===== src/rtl/snake_step_sequencer.sv =====
// Snake head stepper: shares one external 5-bit adder (carry-in 1) between an X pass and a Y pass
// per movement tick, and owns direction selection, reversal rejection, wall/wrap policy and overrun.
module snake_step_sequencer #(
    parameter logic [4:0] START_X   = 5'd16,
    parameter logic [4:0] START_Y   = 5'd16,
    parameter logic [1:0] START_DIR = 2'b01,
    parameter bit         WRAP      = 1'b1
) (
    input  logic       clk,
    input  logic       rst_n,
    input  logic       tick,
    input  logic       restart,
    input  logic [1:0] dir_in,
    input  logic       dir_valid,
    output logic [4:0] add_a,
    output logic [4:0] add_b,
    input  logic [4:0] add_s,
    output logic [4:0] head_x,
    output logic [4:0] head_y,
    output logic [1:0] cur_dir,
    output logic       busy,
    output logic       done,
    output logic       collide,
    output logic       overrun
);

    // With carry-in fixed at 1, S = A + B + 1 gives +1, -1 and pass-through.
    localparam logic [4:0] OP_INC  = 5'b00000;
    localparam logic [4:0] OP_DEC  = 5'b11110;
    localparam logic [4:0] OP_HOLD = 5'b11111;

    localparam logic [1:0] DIR_UP    = 2'b00;
    localparam logic [1:0] DIR_RIGHT = 2'b01;
    localparam logic [1:0] DIR_DOWN  = 2'b10;
    localparam logic [1:0] DIR_LEFT  = 2'b11;

    typedef enum logic [1:0] {
        IDLE   = 2'b00,
        CALC_X = 2'b01,
        CALC_Y = 2'b10,
        DONE   = 2'b11
    } state_t;

    state_t     state_q, state_d;
    logic [4:0] head_x_q, head_x_d;
    logic [4:0] head_y_q, head_y_d;
    logic [1:0] cur_dir_q, cur_dir_d;
    logic [1:0] next_dir_q, next_dir_d;
    logic       pending_q, pending_d;
    logic       collide_q, collide_d;
    logic       overrun_q, overrun_d;

    // Picks the adder op for one axis; a blocked edge crossing degrades to hold.
    function automatic logic [4:0] axis_op(input logic inc, input logic dec, input logic blocked);
        if (blocked)  return OP_HOLD;
        else if (inc) return OP_INC;
        else if (dec) return OP_DEC;
        else          return OP_HOLD;
    endfunction

    logic x_inc, x_dec, y_inc, y_dec;
    logic x_edge, y_edge;

    always_comb begin
        x_inc  = (cur_dir_q == DIR_RIGHT);
        x_dec  = (cur_dir_q == DIR_LEFT);
        y_inc  = (cur_dir_q == DIR_DOWN);
        y_dec  = (cur_dir_q == DIR_UP);
        x_edge = !WRAP && ((x_inc && head_x_q == 5'd31) || (x_dec && head_x_q == 5'd0));
        y_edge = !WRAP && ((y_inc && head_y_q == 5'd31) || (y_dec && head_y_q == 5'd0));
    end

    always_comb begin
        state_d    = state_q;
        head_x_d   = head_x_q;
        head_y_d   = head_y_q;
        cur_dir_d  = cur_dir_q;
        next_dir_d = next_dir_q;
        pending_d  = pending_q;
        collide_d  = collide_q;
        overrun_d  = overrun_q;
        add_a      = 5'd0;
        add_b      = 5'd0;

        if (dir_valid && (dir_in != (cur_dir_q ^ 2'b10))) begin
            next_dir_d = dir_in;
        end

        // A tick arriving mid-step is queued once; a second one is lost.
        if (state_q != IDLE && tick && !collide_q) begin
            if (!pending_q) pending_d = 1'b1;
            else            overrun_d = 1'b1;
        end

        unique case (state_q)
            IDLE: begin
                if ((tick || pending_q) && !collide_q) begin
                    state_d   = CALC_X;
                    pending_d = 1'b0;
                    cur_dir_d = next_dir_q;
                end
            end
            CALC_X: begin
                add_a    = head_x_q;
                add_b    = axis_op(x_inc, x_dec, x_edge);
                head_x_d = add_s;
                if (x_edge) collide_d = 1'b1;
                state_d  = CALC_Y;
            end
            CALC_Y: begin
                add_a    = head_y_q;
                add_b    = axis_op(y_inc, y_dec, y_edge);
                head_y_d = add_s;
                if (y_edge) collide_d = 1'b1;
                state_d  = DONE;
            end
            DONE: begin
                if (pending_q && !collide_q) begin
                    state_d   = CALC_X;
                    pending_d = 1'b0;
                end else begin
                    state_d = IDLE;
                end
            end
            default: state_d = IDLE;
        endcase

        if (restart) begin
            state_d    = IDLE;
            head_x_d   = START_X;
            head_y_d   = START_Y;
            cur_dir_d  = START_DIR;
            next_dir_d = START_DIR;
            pending_d  = 1'b0;
            collide_d  = 1'b0;
            overrun_d  = 1'b0;
        end
    end

    always_ff @(posedge clk or negedge rst_n) begin
        if (!rst_n) begin
            state_q    <= IDLE;
            head_x_q   <= START_X;
            head_y_q   <= START_Y;
            cur_dir_q  <= START_DIR;
            next_dir_q <= START_DIR;
            pending_q  <= 1'b0;
            collide_q  <= 1'b0;
            overrun_q  <= 1'b0;
        end else begin
            state_q    <= state_d;
            head_x_q   <= head_x_d;
            head_y_q   <= head_y_d;
            cur_dir_q  <= cur_dir_d;
            next_dir_q <= next_dir_d;
            pending_q  <= pending_d;
            collide_q  <= collide_d;
            overrun_q  <= overrun_d;
        end
    end

    assign head_x  = head_x_q;
    assign head_y  = head_y_q;
    assign cur_dir = cur_dir_q;
    assign busy    = (state_q != IDLE);
    assign done    = (state_q == DONE);
    assign collide = collide_q;
    assign overrun = overrun_q;

endmodule

===== config.mk =====
export PLATFORM = sky130hd
export DESIGN_NAME = snake_step_sequencer
export DESIGN_NICKNAME = d
export VERILOG_FILES = /design/src/rtl/snake_step_sequencer.sv
export SDC_FILE = /design/constraint.sdc
export NUM_CORES = 1
export LEC_CHECK = 0
export CAP_MARGIN = 20
export CORE_ASPECT_RATIO = 0.9
export CORE_MARGIN = 2
export CORE_UTILIZATION = 40
export CTS_CLUSTER_DIAMETER = 100
export DETAILED_ROUTE_END_ITERATION = 12
export PLACE_DENSITY = 0.73
export SYNTH_ARGS = -nofsm -noshare
export SYNTH_HDL_FRONTEND = slang
export SYNTH_SLANG_ARGS = --single-unit
export TNS_END_PERCENT = 50

===== constraint.sdc =====
create_clock -name clk -period 3.6 [get_ports clk]
set_clock_uncertainty 0.05 [all_clocks]
set_input_delay 0.72 -clock clk [delete_from_list [all_inputs] [get_ports clk]]
set_output_delay 0.72 -clock clk [all_outputs]
set_load 0.02 [all_outputs]

==> metrics.md <==
| Metric | Value |
|---|---|
| Residual DRC | 0 |
| Post-CTS Setup Inserts | 0 |
| DRT Pass-1 Iters | 4 |
| Final Setup Violations | 0 |
| Syn Area/Cell | 9.87 sq um |
| Ports | 38 |
| Crit-path slowest cell | clkdlybuf4s50_1 |
| Post-DRT Antenna Nets | 0 |
| Yosys warns | 0 |
| Clk sinks | 18 |
| Initial antenna violation count | 0 |
| Synth-to-Final Area Change | 35.4% |
| Mapped Nets | 123 |
| Die X | around 58 microns |
| Hold depth | 2 |
| Initial core utilization | about 42% |
| Synthesized cell area | 1050 sq um |
| Critical path fanouts, max | 7 |
| Worst path cell trace | inv_1 > ha_1 > inv_1 > a221oi_1 > clkdlybuf4s50_1 |
| Measured slew at the worst slew-check pin | 822 ps |
| Place WS | about 690 ps |
| Hold Path Class | reg2reg |
| Fill cells | 236 |
| Crit path max-delay family | buffers and inverters |
| CP peak stage delay | ~710 ps |
| Number of global-route vias before repair | 899 |
| Post-CTS Resized | 0 |
| Drt wl/cell | between 10 and 15 microns |
| Critical R2R Capture | state_q[1] |
| Row Count | 17 |
| Count of state elements after synthesis | 18 |
| Most frequent CP cell | inv_1 |
| Startpoint Class | flop |
| TNS Setup | 0 ps |
| RSZ-0062 raised after global routing | false |
| Routability cong. | 0.776 |
| Share of cells above drive strength 1 | under 10% |
| Worst setup margin | 369 ps |
| TritonCTS clock tree | done |
| Final #Nets | ~160 |
| Outcome | finished clean |
| Synth async-reset ratio | 100% |
| Via count | approximately 870 |
| CTS Root Buffer Type | clkbuf_4 |
| Final period util | 89.7% |
| EDFF count, synth | 0 |
| Most common cell after layout, fill and taps aside | clkdlybuf4s50_1 |
| Clock latency on the worst-skew pair | roughly 290 ps |
| Tot GR Track Use | 17.1% |
| Die Span Y | 52.5 microns |
| Most frequent cells in the layout | 36 x clkdlybuf4s50_1, 20 x nor2_1, 14 x dfrtp_1, 11 x mux2i_1, 9 x inv_1 |
| Tmin final | approximately 3200 ps |
| Reg2reg start | state_q[0] |
| Slew Limit Headroom | approximately 45% |
| Core ar. | roughly 2500 sq um |
| Min-delay src | overrun |
| HPWL after DPL | 1.75 mm |
| Synth unique cells | 28 |
| Max-Cap Viols | 0 |
| Num CTS Buffers | 3 |
| Drt initial violations | 17 |
| Worst Setup Path Type | reg2out |
| Max VDD drop | ~0.47 mV |
| Leakage | 0.613 nW |
| Number of vias per cell | 5.20 |
| Buf/Inv on CP | 3 |
| Final Slew Violations | 0 |
| Die area | 3040 sq um |
| Detailed Route WL | 2.38 mm |
| Post-synthesis sequential area ratio | 43.5% |
| Max clock buf depth | 2 |
| Worst Reg-to-Reg Cells | 5 |
| Final Hold Viols | 0 |
| Hold_buf cts | 0 |
| Worst EP required | 2830 ps |
| Worst reg-to-reg setup slack | just under 2000 ps |
| PortBufs | 36 |
| Arr. time, crit path | 2460 ps |
| Pwr dens | 709 nW/um^2 |
| Htree depth | 1 |
| Primary FF master, synth | dfrtp_1 |
| Grt total ovfl | 0 |
| Largest net degree at the start of global routing | 19 |
| # diodes | 0 |
| F_max | between 0.3 and 0.4 GHz |
| Overall power | approximately 1 mW |
| Cells after Synth | 106 |
| Worst Hold Slack | 478 ps |
| Worst-path clk slew | 100 ps |
| First-pass GRT wire length | 3.91 mm |
| Crit end category | output port |
| Hold Path Sink | overrun |
## cells in the mapped netlist, types with 2 or more instances
library cell,n,area [sq um]
nor2_1,20,75.1
dfrtp_1,14,350
mux2i_1,11,110
inv_1,9,33.8
a22oi_1,5,37.5
ha_1,5,62.6
nor2b_1,5,31.3
a211o_1,4,35.0
buf_4,4,30.0
dfstp_2,4,105
o21ai_0,4,20.0
a21o_1,2,15.0
buf_2,2,10.0
buf_6,2,22.5
xnor2_1,2,17.5
## per-layer routing
layer / track usage (%) / vias to the layer above / share of wire [%]
li1: - / 420 / -
met1: 21.0 / 419 / 46
met2: 29.7 / 27 / 48
met3: 4.44 / 3 / 5.7
met4: 4.65 / 0 / 0.55
met5: 0 / - / 0
## worst register-to-register path: stages (launching register included)
cell     delay (ps)
dfrtp_1         430
inv_1           170
ha_1            250
or3b_4          420
mux2i_1         160
nor2_1           60
## registers in the layout, summed over array words and instances, names as in the netlist
register    cells
state_q         2
head_x          5
next_dir_q      2
head_y          5
overrun         1
pending_q       1
cur_dir         2
## worst max path at each step
stage,from,endpoint,cells after the start
after floorplan,state_q[0],add_b[2],5
after global placement,state_q[0],add_b[4],5
after detailed placement,state_q[0],add_b[1],5
after CTS,state_q[0],add_b[1],5
after global routing,state_q[0],add_b[1],5
final,state_q[0],add_b[1],5
## final cells by class
cell class                      count  area [sq um]  share of cell area [%]
Clock buffer                        4          26.3                    1.86
Inverter                           10          37.5                    2.65
Multi-Input combinational cell     69           487                    34.4
Sequential cell                    18           455                    32.2
Tap cell                           28          35.0                    2.47
Timing Repair Buffer               38           375                    26.5
## metrics by stage
stage | utilization (%) | instance area [sq um] | cells
after global routing | 57.4 | 1420 | 167
after detailed placement | 56.3 | 1390 | 163
after floorplan | - | 1050 | 106
after CTS | 57.4 | 1420 | 167
final | 57.4 | 1420 | 167
after global placement | 56.3 | 1390 | 163
## kinds of logic after synthesis
family                     share of synthesized area (%)
xor gates and xnor gates                            1.67
buffers and inverters                               9.93
muxes                                               10.5
other                                              0.359
AOI/OAI and AO/OA                                   16.3
DFF                                                 43.5
adders and majority gates                           5.98
and+or+nand+nor                                     11.7
## power by group
group | internal [mW] | switching (mW)
combinational | 0.273 | 0.318
sequential | 0.258 | 0.0498
clock | 0.0432 | 0.0633
total | 0.574 | 0.431
Power figures use the tool's default switching activity.
